--- config.mk ---
export PLATFORM = sky130hd
export DESIGN_NAME = reg_dump_streamer
export DESIGN_NICKNAME = d
export VERILOG_FILES = /design/src/rtl/reg_dump_streamer.sv
export SDC_FILE = /design/constraint.sdc
export NUM_CORES = 1
export LEC_CHECK = 0
export ABC_AREA = 1
export CORE_MARGIN = 4
export CORE_UTILIZATION = 56
export CTS_CLUSTER_SIZE = 12
export DETAILED_ROUTE_END_ITERATION = 6
export GPL_TIMING_DRIVEN = 0
export HOLD_SLACK_MARGIN = 0.03
export PLACE_DENSITY = 0.88
export SLEW_MARGIN = 40
export SYNTH_ARGS = -nofsm -noshare
export SYNTH_HDL_FRONTEND = slang
export SYNTH_SLANG_ARGS = --single-unit
--- constraint.sdc ---
create_clock -name clock -period 3.1 [get_ports clock]
set_input_delay 0.62 -clock clock [delete_from_list [all_inputs] [get_ports clock]]
set_output_delay 0.62 -clock clock [all_outputs]
set_load 0.01 [all_outputs]
--- src/rtl/reg_dump_streamer.sv ---
// Debug register read-out: walks the core's debug port and emits a framed,
// XOR-checksummed little-endian byte stream over valid/ready.
module reg_dump_streamer #(
   parameter int unsigned NUM_REGS = 32
) (
   input  logic        clock,
   input  logic        reset,
   input  logic        start,
   output logic        busy,
   output logic        done,
   output logic [4:0]  reg_out_id,
   input  logic [31:0] reg_out_data,
   output logic [7:0]  tx_data,
   output logic        tx_valid,
   input  logic        tx_ready
);

   typedef enum logic [2:0] {IDLE, SYNC, LOAD, SEND, CSUM, DONE} state_t;

   localparam logic [4:0] LAST_IDX = 5'(NUM_REGS - 1);

   state_t      state;
   logic [4:0]  index;
   logic [1:0]  byte_cnt;
   logic [23:0] shift;
   logic [7:0]  csum;
   logic        xfer;

   assign xfer = tx_valid & tx_ready;

   // The low byte of the captured word goes straight into tx_data, so the
   // shift register only needs to hold the three bytes still to come.
   always_ff @(posedge clock) begin
      if (reset) begin
         state      <= IDLE;
         busy       <= 1'b0;
         done       <= 1'b0;
         tx_valid   <= 1'b0;
         tx_data    <= '0;
         reg_out_id <= '0;
         index      <= '0;
         byte_cnt   <= '0;
         shift      <= '0;
         csum       <= '0;
      end else begin
         case (state)
            IDLE: begin
               if (start) begin
                  state    <= SYNC;
                  index    <= '0;
                  csum     <= '0;
                  busy     <= 1'b1;
                  tx_valid <= 1'b1;
                  tx_data  <= 8'hA5;
               end
            end
            SYNC: begin
               if (xfer) begin
                  state      <= LOAD;
                  tx_valid   <= 1'b0;
                  reg_out_id <= index;
               end
            end
            LOAD: begin
               state    <= SEND;
               shift    <= reg_out_data[31:8];
               tx_data  <= reg_out_data[7:0];
               tx_valid <= 1'b1;
               byte_cnt <= '0;
            end
            SEND: begin
               if (xfer) begin
                  csum     <= csum ^ tx_data;
                  byte_cnt <= byte_cnt + 2'd1;
                  shift    <= {8'h00, shift[23:8]};
                  if (byte_cnt == 2'd3) begin
                     if (index == LAST_IDX) begin
                        state   <= CSUM;
                        tx_data <= csum ^ tx_data;
                     end else begin
                        state      <= LOAD;
                        index      <= index + 5'd1;
                        reg_out_id <= index + 5'd1;
                        tx_valid   <= 1'b0;
                     end
                  end else begin
                     tx_data <= shift[7:0];
                  end
               end
            end
            CSUM: begin
               if (xfer) begin
                  state    <= DONE;
                  tx_valid <= 1'b0;
                  busy     <= 1'b0;
                  done     <= 1'b1;
               end
            end
            DONE: begin
               state <= IDLE;
               done  <= 1'b0;
            end
            default: state <= IDLE;
         endcase
      end
   end

endmodule

-- After elaboration in Yosys (flattened, before gate mapping)
Index checks and enable logic that the tools add are counted.
Widths: inputs -> output; s select.
- flip-flop bits (word level): 58
- bits of input ports: 36
- output and inout port bits: 16
- logic and storage cells: 82
- add/sub/neg operators: 2
- eq/ne operators: 15
- multiplexer cells: 35
- bitwise logic cells: 2
- reductions and logical operators: 18
- operator list (operator ; count):
    $mux 8 ; 6
    $pmux 24 s2 ; 1
    $mux 5 ; 5
    $mux 24 ; 1
    $pmux 8 s3 ; 1
    $pmux 5 s2 ; 2
    $mux 3 ; 6
    $pmux 8 s2 ; 1
    $pmux 3 s5 ; 1
    $reduce_and 5->1 ; 3
    $ne 2x2->1 const B ; 6
    $reduce_bool 2->1 ; 5
    $xor 8x8->8 ; 1
    $eq 3x2->1 const B ; 2
    $eq 3x3->1 const B ; 2
    $mux 1 ; 6
    $reduce_and 3->1 ; 2
    $reduce_and 6->1 ; 1
    $add 5x1->5 const B ; 1
    $eq 5x5->1 const B ; 1
    $pmux 1 s2 ; 2
    $pmux 1 s4 ; 1
    $pmux 2 s2 ; 1
    $reduce_and 2->1 ; 2
    12 further kinds ; 12

-- Longest topological paths before layout
Gate-level depths: netlist of run 1.
- depth after elaboration: 5
- mapped depth: 12
- gate-level depth less buffers: 12

-- Worst setup path after synthesis of run 1
No wires, ideal clock.
- path kind: input to register
- start point: input port tx_ready
- end point: register state[0]
- data arrival time: 1.444 ns
- data required time: 2.973 ns
- path slack: 1.529 ns
- stages on the path: 7
- buffers on the path: 0
- path through: nand2_1 -> o21ai_1 -> nand2_1 -> nor2_1 -> nand2_1 -> nand2_1 -> nor2_1
- cells in the longest elaborated chain, start to end: 3
- elaborated cells on any way between the ends: 5
- those cells by class: eq/ne: 3; bitwise: 1; reduce/logical: 1
- RTL lines (what ; line ; RTL):
    start, declared ; 15 ; input logic tx_ready
    $and 1x1->1 (*) ; 29 ; assign xfer = tx_valid & tx_ready;
    $ne 2x2->1 (no source line) ; -- ;
    $reduce_and 5->1 (no source line) (*) ; -- ;
    end signal, assigned ; 35 ; state <= IDLE;
    end signal, assigned ; 49 ; state <= SYNC;
    end signal, assigned ; 59 ; state <= LOAD;
    end, declared ; 22 ; state_t state;
Every way passes the cells marked *; elsewhere a longest branch is shown, timed or not.
A chain may end at the register's enable or synchronous reset.

-- Final worst setup path of run 1
- start point: input port tx_ready
- end point: register byte_cnt[1]
- cells in the longest elaborated chain, start to end: 3
- RTL lines (what ; line ; RTL):
    $and 1x1->1 ; 29 ;
    $ne 2x2->1 (no source line) ; -- ;
    $reduce_and 2->1 (no source line) ; -- ;
    end signal, assigned ; 74 ; byte_cnt <= byte_cnt + 2'd1;
    end, declared ; 24 ; logic [1:0] byte_cnt;
Every way passes these cells.

==> flow_summary.toml, run 1 <==
[sta]
relSlewSlack_pct = 65.5
holdWs_ps = 465
finalSetupTns_ps = 0
period_needed_ps = 2000
max_freq_ghz = 0.499
rsz0062_at_grt = "false"
hold_viol = 0
setup_violations = 0
worst_pin_slew_ps = 512
slew_violations = 0
finalClockSkew_ps = 7.91
setup_slack_ps = 1100
fin_crit_sh_pct = 64.6

[yosys]
yosys_warnings = 0
ys_seq_elements = 58
syn_area_per_cell_um2 = 6.75
synth_simple_gate_area_share_pct = 31.1
synth_xor_area_share_pct = 2.47
synth_adder_area_share_pct = 2.21
synth_fp_nets = 461
netlist_area_um2 = 2830
synth-compound-area-share_pct = 15.6
netlist_instances = 420
yosysSeqAreaShare_pct = 41.0
synth_top_family_by_area = "simple AND/OR/NAND/NOR gates"
synth.area.mux_share_pct = 0
ys_types = 24

[power]
p_leak_nw = 1.60
vdd_ir_drop_max_v = 0.000494
power_density_nw_per_um2 = 890

[critical_path]
cpPeakStageDelay_ps = 460
cp-end-kind = "register"
crit_slowest_cell = "clkdlybuf4s50_1"
rrSetupSlack_ps = 1190
timing.rr.end = "tx_data[5]"
cp.arrival_ps = 2200
cp-startpoint = "tx_ready"
r2r-start = "index[1]"
worstSetupPathType = "in2reg"
cp_max_fo = 9
ff2ff_path_depth = 10
startpoint_type = "input port"
worstPathRequired_ps = 3300
cp_cell_sequence = "clkdlybuf4s50_1 > nand2_1 > a21oi_2 > clkinv_1 > a22oi_1 > nor2_1"

[detailed_routing]
via_count = 2940
wl_met2_mm = 3.34
viasPerCell = 5.31
met3_length_um = 557
post_drt_wl_per_cell_um = 13.0
maxUsedRoutingLayer = "met4"
drtIter0Drc = 225
wl_mm = 7.20
drc = 0
wl_met1_mm = 3.10
antenna_left = 0
firstDrtPassIters = 4

[grt]
grt_max_degree = 11
globalRouteTotalUtil_pct = 23.9
overflow = 0
antenna_found_initial = 0
grt_pass1_vias = 2724
grt_first_pass_wirelength_mm = 11.9

[place]
place_ws_ps = 765
place.port_buffers = 51
hpwl_mm = 5.23
gp_congestion = 0.860

[cells_and_area]
seq_area_um2 = 1160
final_cell_mix = "nand2_1 (123), nor2_1 (72), dfxtp_1 (58)"
multi_input_area_um2 = 1460
layout.nets = 523
diodes = 0
final_common_cell = "nand2_1"
area_delta_synth_final_pct = 28.1
fillCellCount = 411
drive_gt1_share_pct = 7.80

[floorplan]
io_pins = 52
die_h_um = 79.1
dieArea_um2 = 6260
fp.dieW_um = 79.1
initial_utilization_pct = 58.8
coreArea_um2 = 4820
num_rows = 25

[worst_hold_path]
min-delay-start = "busy"
min_to = "busy"
whs_path_depth = 2
worstHoldPathType = "reg2reg"

[run]
drv_cap = 0

[clocking]
clockBufferDepth = 2
clock_latency_ps = 330
cts_tree = "yes"
cts-root-buf = "clkbuf_8"
cts-htree-levels = 3
hold_buffers = 0
post_cts_resized = 0
postCtsSetupBuffers = 0
cts_made_buffers = 9
clk_pin_slew_ps = 60
cts_num_sinks = 58

[status]
outcome = "finished clean"
[cell usage after synthesis, drive strengths merged]
library cell | count | area [um2]
nand4 | 2 | 18.8
a21oi | 13 | 68.8
or2 | 5 | 31.3
inv | 28 | 105
dfxtp | 58 | 1160
ha | 5 | 62.6
clkinv | 2 | 7.51
buf | 13 | 75.1
nor2 | 74 | 293
nand2 | 124 | 468
xnor2 | 8 | 70.1
nand3 | 14 | 70.1
a22oi | 9 | 67.6
a31oi | 16 | 100
clkbuf | 8 | 30.0
o21ai | 41 | 205
[metal layers]
layer  vias up  track usage, %
met4         0            13.4
met1      1334            27.5
met2       116            40.7
li1       1471               -
met3        19            5.56
met5         -               0
[worst max-delay path: cells and delay by family]
family / cells / cell delay (ps)
buffers and inverters: 2 / 760
AND/OR/NAND/NOR: 2 / 250
AO/OA/AOI/OAI: 2 / 580
[power by group]
group          switching (W)  internal (W)  leakage [nW]
Sequential          0.000164      0.000984         0.475
Combinational       0.000812      0.000582          1.02
Clock               0.000292      0.000399         0.106
Total                0.00127       0.00196          1.60
[flip-flops by register name (all words and copies together), names as in the netlist]
register / cells
shift: 24
csum: 8
tx_data: 8
index: 5
reg_out_id: 5
state: 3
byte_cnt: 2
busy: 1
done: 1
tx_valid: 1
[worst max-delay path by stage]
stage             endpoint  slack [ps]  cells past startpoint
6_report       byte_cnt[1]        1100                      6
5_1_grt         tx_data[7]         980                     11
4_1_cts        byte_cnt[1]        1100                      6
3_5_place_dp   byte_cnt[1]         770                      6
3_3_place_gp   byte_cnt[1]         770                      6
2_1_floorplan     state[0]        1530                      7
[area by class of cell]
type                    instances  share of cell area (%)
well taps                      67                    2.31
multi-input cells             311                    40.1
clock inverters                 1                   0.138
plain buffers                  21                    2.90
flip-flops and latches         58                    32.0
inverters                      30                    3.10
clock buffers                  15                    5.41
repair buffers                 51                    14.1
[metrics by stage]
step           util [%]  area [um2]  power [W]  cells
6_report           75.4        3630    0.00323    554
3_3_place_gp       71.2        3430    0.00247    538
4_1_cts            75.4        3630    0.00322    554
5_1_grt            75.4        3630    0.00347    554
2_1_floorplan         -        2830    0.00209    420
3_5_place_dp       71.2        3430    0.00253    538
[cells by family after synthesis]
group	after synthesis
AO/OA/AOI/OAI	79
XOR/XNOR	8
adder cells (fa/ha/maj)	5
buffers and inverters	51
flip-flops	58
AND/OR/NAND/NOR	219
Note: power is estimated with default switching activity, not from simulation.
==> run 2: changes to the inputs <==
CORE_UTILIZATION = 47   (was 56)
PLACE_DENSITY = 0.79   (was 0.88)
clock period = 1.7 ns   (was 3.1 ns; I/O delays follow)
==> flow_summary.toml, run 2 (synthesis results as in run 1) <==
[status]
outcome = "finished clean"

[critical_path]
r2r-start = "index[1]"
startpoint_type = "register"
cp_num_buf_inv = 1
cp-end-kind = "output pin"
cp_max_fo = 3
timing.rr.end = "tx_data[0]"
worstSetupPathType = "reg2out"
cp_cell_sequence = "clkdlybuf4s50_1"
ff2ff_path_depth = 10
cp.arrival_ps = 1290
cpPeakStageDelay_ps = 560
rrSetupSlack_ps = 80
crit_slowest_cell = "clkdlybuf4s50_1"
cp_top_family = "buffers and inverters"
worstPathRequired_ps = 1360

[worst_hold_path]
whs_path_depth = 1
min_to = "byte_cnt[0]"
worstHoldPathType = "reg2reg"
min-delay-start = "byte_cnt[0]"

[place]
gp_congestion = 0.893
place_ws_ps = -358
dpl_cell_area_um2 = 3440
place.port_buffers = 51
hpwl_mm = 5.10

[sta]
worst_pin_slew_ps = 506
relSlewSlack_pct = 66.2
setup_violations = 0
setup_slack_ps = 73.2
max_freq_ghz = 0.615
finalSetupTns_ps = 0
fin_crit_sh_pct = 95.7
slew_violations = 0
finalClockSkew_ps = 11.8
period_needed_ps = 1630
hold_viol = 0

[power]
p_int_w = 0.00395
p_seq_share_pct = 32.8
pwr-share-comb_pct = 45.5
power.switching_w = 0.00249
clockPowerShare_pct = 21.7
power.share.switching_pct = 38.7
p_leak_nw = 1.69
power_density_nw_per_um2 = 1660
vdd_ir_drop_max_v = 0.000832

[cells_and_area]
largestRegisters = "shift x24, csum x8, tx_data x8"
design_area_um2 = 3880
fillCellCount = 510
drive_gt1_share_pct = 15.0
final_common_cell = "nand2_1"
layout.nets = 535
multi_input_area_um2 = 1550
final_cell_mix = "nand2_1 (117), nor2_1 (68), dfxtp_1 (55)"
largest_register_ffs = 24
seq_area_um2 = 1160
final_core_util_pct = 65.9
area_delta_synth_final_pct = 36.9
top_register = "shift"
diodes = 0

[clocking]
clock_latency_ps = 340
clockBufferDepth = 2
cts-root-buf = "clkbuf_8"
cts_num_sinks = 58
cts-htree-levels = 3
clk_pin_slew_ps = 70
cts_tree = "yes"
hold_buffers = 0
cts_made_buffers = 9

[grt]
grt_pass1_vias = 2687
grt_first_pass_wirelength_mm = 11.8
overflow = 0
grt_max_degree = 12
antenna_found_initial = 0
globalRouteTotalUtil_pct = 20.1

[floorplan]
io_pins = 52
dieArea_um2 = 7340
num_rows = 28
die_h_um = 85.7
fp.dieW_um = 85.7
coreArea_um2 = 5890
initial_utilization_pct = 48.2

[detailed_routing]
post_drt_wl_per_cell_um = 12.8
antenna_left = 0
drc = 0
drtIter0Drc = 173
firstDrtPassIters = 4
viasPerCell = 5.11
wl_mm = 7.34
via_count = 2935

[run]
drv_cap = 0
==> run 2: cell types whose count changed in the layout (fill, tap and decap cells not counted), sizes merged <==
cell,delta
buf,+11
bufinv,+2
clkbuf,-5
clkinv,+1
clkinvlp,+2
inv,+1
==> run 2: area by class of cell <==
class | instances | area share, %
plain buffers | 21 | 3.22
clock buffers | 9 | 3.19
clock inverters | 7 | 2.42
inverters | 30 | 2.93
multi-input cells | 311 | 39.9
flip-flops and latches | 58 | 30.0
well taps | 75 | 2.42
repair buffers | 63 | 15.9
==> run 2: what timing repair did <==
action	in CTS	in global routing
setup buffers	4	7
gates resized for setup	6	37
setup endpoints to repair	18	49
endpoints found under the hold margin	0	0
gates cloned	0	1
pin swaps	0	6
==> run 2: how the worst max path moves through the flow <==
stage | end | cells past startpoint | from | slack [ps]
3_3_place_gp | byte_cnt[1] | 6 | tx_ready | -350
3_5_place_dp | byte_cnt[1] | 6 | tx_ready | -360
6_report | tx_data[6] | 1 | tx_data[6] | 70
5_1_grt | tx_data[7] | 11 | index[1] | -30
4_1_cts | reg_out_id[0] | 9 | state[0] | 0.7
2_1_floorplan | tx_data[0] | 10 | index[0] | 150
==> run 2: through the flow <==
stage	hold slack, ps	power, W	cells
after global routing	487	0.00691	574
final	459	0.00643	574
after global placement	444	0.00454	546
after CTS	461	0.00611	566
after floorplan	429	0.00381	420
after detailed placement	454	0.00461	546
==> run 2: power groups by stage <==
stage	sequential, W	combinational [W]	clock [W]
6_report	0.00211	0.00293	0.00140
5_1_grt	0.00217	0.00327	0.00147
4_1_cts	0.00208	0.00262	0.00141
3_5_place_dp	0.00211	0.00250	0
3_3_place_gp	0.00209	0.00245	0
2_1_floorplan	0.00212	0.00169	0
==> run 2: routing by layer <==
layer	up-vias	share of wire (%)	GRT usage, %
li1	1497	-	-
met1	1333	45	25.2
met2	92	47	32.2
met3	13	6.0	4.03
met4	0	1.9	10.9
met5	-	0	0
==> run 2: worst reg2reg max path, stage by stage, from the launching register on <==
cell	delay [ps]
dfxtp_2	360
ha_4	140
nand2_2	70
nor2_4	140
ha_4	140
inv_1	60
nand3_2	80
nand4_4	150
clkbuf_16	210
nor2_1	110
nor2_1	60
==> variant 1: new RTL, config.mk and constraints of run 2 <==
The 6 states of `state_t` get a Gray code encoding in 3 bits.
--- a/src/rtl/reg_dump_streamer.sv
+++ b/src/rtl/reg_dump_streamer.sv
@@ -15,7 +15,7 @@
    input  logic        tx_ready
 );
 
-   typedef enum logic [2:0] {IDLE, SYNC, LOAD, SEND, CSUM, DONE} state_t;
+   typedef enum logic [2:0] {IDLE = 3'b000, SYNC = 3'b001, LOAD = 3'b011, SEND = 3'b010, CSUM = 3'b110, DONE = 3'b111} state_t;
 
    localparam logic [4:0] LAST_IDX = 5'(NUM_REGS - 1);
 
Formal check against the unedited RTL: no difference found for any inputs over 10 cycles, from zero or initial values and one cycle with reset high; not proved beyond that.
==> variant 1 against run 2 <==
Worst hold slack lost 67 ps; register-to-register slack lost 40 ps; wire length grew 7.5%; area after synthesis grew 2.8%; sequential share of layout area grew 0.21 points; worst setup slack lost 36 ps; total power grew 3.3%; count of clock-buffer cells in the layout grew 4; synthesized cell count shrank 3.8%; non-clock buffer count shrank 5; combinational power grew 10%; final area shrank 0.16%; sequential cell count is the same; critical path type is now register to register; largest cell class unchanged.
==> variant 1: results <==
[logic_synthesis]
seq_area_frac_synth_pct = 39.9
async_reset_ff_share_pct = 0
synthTopCellsByArea = "dfxtp_1 40%, nand2_1 13%, nor2_1 8.2%"
syn-num-nets = 444
ys_warn_count = 0
synth.distinct_cells = 33
synth-main-ff-cell = "dfxtp_1"
yosys-top-cells-count = "98 x nand2_1, 64 x nor2_1, 58 x dfxtp_1"
postSynthCellCount = 404

[final_layout]
fin_cells = 553
nets = 514
drive_above_1_share_pct = 18.4
fillers = 511
diodes = 0
regMostFlops = "shift"
top_regs = "shift: 24 flops, csum: 8 flops, tx_data: 8 flops"

[drt]
drtPass1Iterations = 5
wirelength_mm = 7.90
viasPerCell = 5.34
drt-initial-drc-count = 255

[power]
leakagePower_nw = 1.65
peakVddDrop_mv = 0.769
p_sw_mw = 2.75

[global_route]
grt_pass1_wl_mm = 12.4
grt_pass1_vias = 2630
antenna_found_initial = 0
grt_max_degree = 11
grtUsageTotal_pct = 20.9

[cts]
cts_max_level = 3
path_clk_slew_ps = 60
clkLatencyLatePin_ps = 330
root_buffer = "clkbuf_8"
numCtsBuffers = 9
cts_buffer_depth = 2

[sta]
tightest_slew_ps = 541
skew_ps = 3.81
setup_violations = 0

[flow_run]
maxCapViolations = 0

[placed_design]
numPlacedInstances = 529
gp_congestion = 0.836
post-place-ws_ps = -317
io_buffers = 50
dpl.hpwl_mm = 5.45

[outcome]
status = "finished clean"

[min_path]
worst_hold_path_type = "input port to register"

[critical_path]
cp.arrival_ps = 1890
path_max_fanout = 8
==> variant 1: power by group through the flow <==
stage	combinational (mW)	sequential (mW)	clock [mW]
after floorplan	2.02	2.06	0
after global placement	2.82	2.05	0
after detailed placement	2.87	2.07	0
after CTS	2.99	2.05	1.33
after global routing	3.56	2.14	1.39
final	3.23	2.08	1.33
==> variant 1: timing repair <==
| item | CTS | global route |
|---|---|---|
| endpoints found under the setup margin | 8 | 23 |
| cloned | 0 | 1 |
| setup buffers | 1 | 7 |
| resized for setup | 3 | 38 |
| pin swaps | 1 | 13 |
| hold buffers | 0 | 0 |
==> variant 1: cells by family (layout without fill, tap and decap cells) <==
kind of cell / Yosys count / count (layout) / synth area share [%]
xor+xnor: 8 / 8 / 2.41
compound gates: 85 / 85 / 17.3
fa+ha+maj: 4 / 4 / 1.72
flops: 58 / 58 / 39.9
simple gates: 206 / 206 / 31.4
buf+inv: 43 / 117 / 7.30
==> variant 1: layout make-up <==
type	instances	area [µm²]	share of cell area [%]
Inverter	22	93.8	2.42
Multi-Input combinational cell	303	1590	41.1
Clock buffer	13	169	4.36
Timing Repair Buffer	58	576	14.9
Tap cell	75	93.8	2.42
Timing Repair inverter	1	7.51	0.194
Clock inverter	2	35.0	0.904
Sequential cell	58	1170	30.2
Buffer	21	136	3.52
==> variant 1: layer usage <==
| metal | vias to the layer above | global-route usage, % | share of wire, % |
|---|---|---|---|
| met1 | 1364 | 25.8 | 43 |
| li1 | 1471 | - | - |
| met4 | 0 | 7.93 | 1.6 |
| met3 | 16 | 4.56 | 5.7 |
| met2 | 104 | 35.4 | 50 |
| met5 | - | 0 | 0 |
==> variant 1: final timing paths <==
check,from,endpoint,slack (ps),cells after the start
hold / removal,reset,csum[5],390,2
setup / recovery,index[0],tx_data[7],40,11
hold reg to reg,byte_cnt[0],byte_cnt[0],460,1
setup reg to reg,index[0],tx_data[7],40,11
==> variant 1: through the flow <==
step	total power [mW]	setup TNS [ps]	utilization, %	cell area (µm²)
2_1_floorplan	4.09	0	-	2910
3_3_place_gp	4.87	-7910	58.9	3510
3_5_place_dp	4.94	-8180	58.9	3510
4_1_cts	6.37	0	62.7	3730
5_1_grt	7.09	-270	65.0	3870
6_report	6.65	0	65.0	3870
==> variant 1: critical path: stages, from the launching register on <==
cell and delay [ps]:
dfxtp_4 370, ha_4 150, nand2_4 50, nor2_2 110, ha_2 200, inv_4 40
nand4_1 70, nand2_1 90, nor2_4 180, inv_4 90, nor2_1 140, nor2_1 60
==> variant 2: new RTL, config.mk and constraints of run 2 <==
Made on the original files. Change the parameter `NUM_REGS` from 32 to 16.
--- a/src/rtl/reg_dump_streamer.sv
+++ b/src/rtl/reg_dump_streamer.sv
@@ -1,7 +1,7 @@
 // Debug register read-out: walks the core's debug port and emits a framed,
 // XOR-checksummed little-endian byte stream over valid/ready.
 module reg_dump_streamer #(
-   parameter int unsigned NUM_REGS = 32
+   parameter int unsigned NUM_REGS = 16
 ) (
    input  logic        clock,
    input  logic        reset,
Check against the original RTL: no difference found for any inputs over 10 cycles, from zero or initial values and one cycle with reset high; that may be too few to reach the edited logic, so the function may still have changed.
==> variant 2 against run 2 <==
Worst hold slack better by 6.1 ps; worst setup slack got worse by 23 ps; largest power group unchanged; sequential power down 4%; final area shrank 0.35%; wire length grew 3.2%; area after synthesis increased by 3.1%; total power is 3.5% lower; register-to-register slack better by 20 ps; sequential cell count stayed put; cell count did not move.
==> variant 2: results <==
[outcome]
status = "finished clean"

[min_path]
holdPathEnd = "byte_cnt[0]"
whs_path_depth = 1
worst_hold_path_type = "register to register"
hold_start = "byte_cnt[0]"

[critical_path]
crit_path_top_delay_cell = "clkdlybuf4s50_1"
path_max_fanout = 4
r2r_slack_ps = 100
r2r-start = "index[0]"
reg2regPathDepth = 10

[placed_design]
io_buffers = 51
gp_congestion = 0.838
dpl.hpwl_mm = 5.29

[final_layout]
diodes = 0
fillers = 507
drive_above_1_share_pct = 16.0
top_regs = "shift: 24 flops, csum: 8 flops, tx_data: 8 flops"

[sta]
tightest_slew_ps = 492
skew_ps = 7.21

[global_route]
grtUsageTotal_pct = 21.1
grt_pass1_wl_mm = 12.7
gr-usage-met3_pct = 6.18
use_met2_pct = 33.0
grt_pass1_vias = 2803
use_met1_pct = 28.0
antenna_found_initial = 0
grt_max_degree = 13

[logic_synthesis]
syn-num-nets = 469
synthTopCellsByArea = "dfxtp_1 40%, nand2_1 15%, nor2_1 6.3%"
async_reset_ff_share_pct = 0
yosys-top-cells-count = "118 x nand2_1, 58 x dfxtp_1, 49 x nor2_1"
synth.distinct_cells = 27
seq_area_frac_synth_pct = 39.7

[power]
pg_comb_mw = 2.57
clk-power_mw = 1.61
leakagePower_nw = 1.66
p_int_mw = 3.81
pg_seq_mw = 2.03
peakVddDrop_mv = 0.979

[drt]
wirelength_mm = 7.58
vias = 3003
drtPass1Iterations = 5
drt-initial-drc-count = 179

[cts]
cts_max_level = 3
path_clk_slew_ps = 70
variant 2: changes by cell type in the layout (fill, tap and decap cells not counted), sizes merged, moves of 2 or more:
| cell | change |
|---|---|
| o21ai | +2 |
| or2 | +7 |
| nor2 | -20 |
| nand3 | +14 |
| nand4 | +2 |
| inv | +9 |
| clkbuf | -2 |
| buf | -9 |
| clkinvlp | -2 |
| a21oi | +4 |
| xnor2 | -4 |
variant 2: worst max-delay path by stage:
| stage | start | endpoint | slack, ps | depth (start not counted) |
|---|---|---|---|---|
| after CTS | tx_ready | reg_out_id[3] | 4 | 7 |
| after global routing | state[2] | index[1] | -10 | 9 |
| final | tx_valid | tx_valid | 50 | 1 |
| after detailed placement | tx_ready | byte_cnt[1] | -400 | 6 |
| after floorplan | index[0] | reg_out_id[1] | 250 | 11 |
| after global placement | tx_ready | byte_cnt[1] | -380 | 6 |
variant 2: kinds of logic (layout without fill, tap and decap cells):
logic type | count (synthesis) | count (layout) | share of synthesized area [%]
AOI/OAI and AO/OA | 85 | 85 | 16.5
buffers and inverters | 55 | 126 | 8.05
xor gates and xnor gates | 4 | 4 | 1.20
adders and majority gates | 5 | 5 | 2.14
and+or+nand+nor | 221 | 221 | 32.3
DFF | 58 | 58 | 39.7
variant 2: metrics by stage:
step	instances	instance area (µm²)	TNS (ps)	hold slack, ps	setup WS, ps
after detailed placement	554	3530	-15360	453	-402
after global routing	574	3870	-20.4	504	-10.9
after global placement	554	3530	-15000	442	-378
after floorplan	428	2920	0	409	253
final	574	3870	0	465	50.7
after CTS	570	3790	0	464	4.49
variant 2: routing by layer:
| layer | vias to the layer above | wire length, µm |
|---|---|---|
| met5 | - | 0 |
| met4 | 0 | 97 |
| met3 | 9 | 551 |
| met2 | 110 | 3450 |
| met1 | 1354 | 3480 |
| li1 | 1530 | - |
variant 2: worst reg2reg max path, delay by kind of cell, from the launching register on:
family	cells	cell delay [ps]
AOI/OAI and AO/OA	1	130
DFF	1	350
adders and majority gates	2	360
and+or+nand+nor	7	680
variant 2: final cells by class:
| class | count | area, µm² | share of cell area [%] |
|---|---|---|---|
| multi-input cells | 315 | 1580 | 40.8 |
| inverters | 37 | 140 | 3.62 |
| clock buffers | 9 | 124 | 3.20 |
| flip-flops and latches | 58 | 1160 | 30.1 |
| plain buffers | 18 | 101 | 2.62 |
| clock inverters | 7 | 125 | 3.24 |
| well taps | 75 | 93.8 | 2.43 |
| repair buffers | 55 | 541 | 14.0 |
variant 2: what timing repair did:
| item | 4_1_cts | 5_1_grt |
|---|---|---|
| cloned | 0 | 0 |
| gates resized for setup | 5 | 23 |
| setup endpoints to repair | 17 | 42 |
| setup buffers | 0 | 4 |
| pin swaps | 1 | 10 |
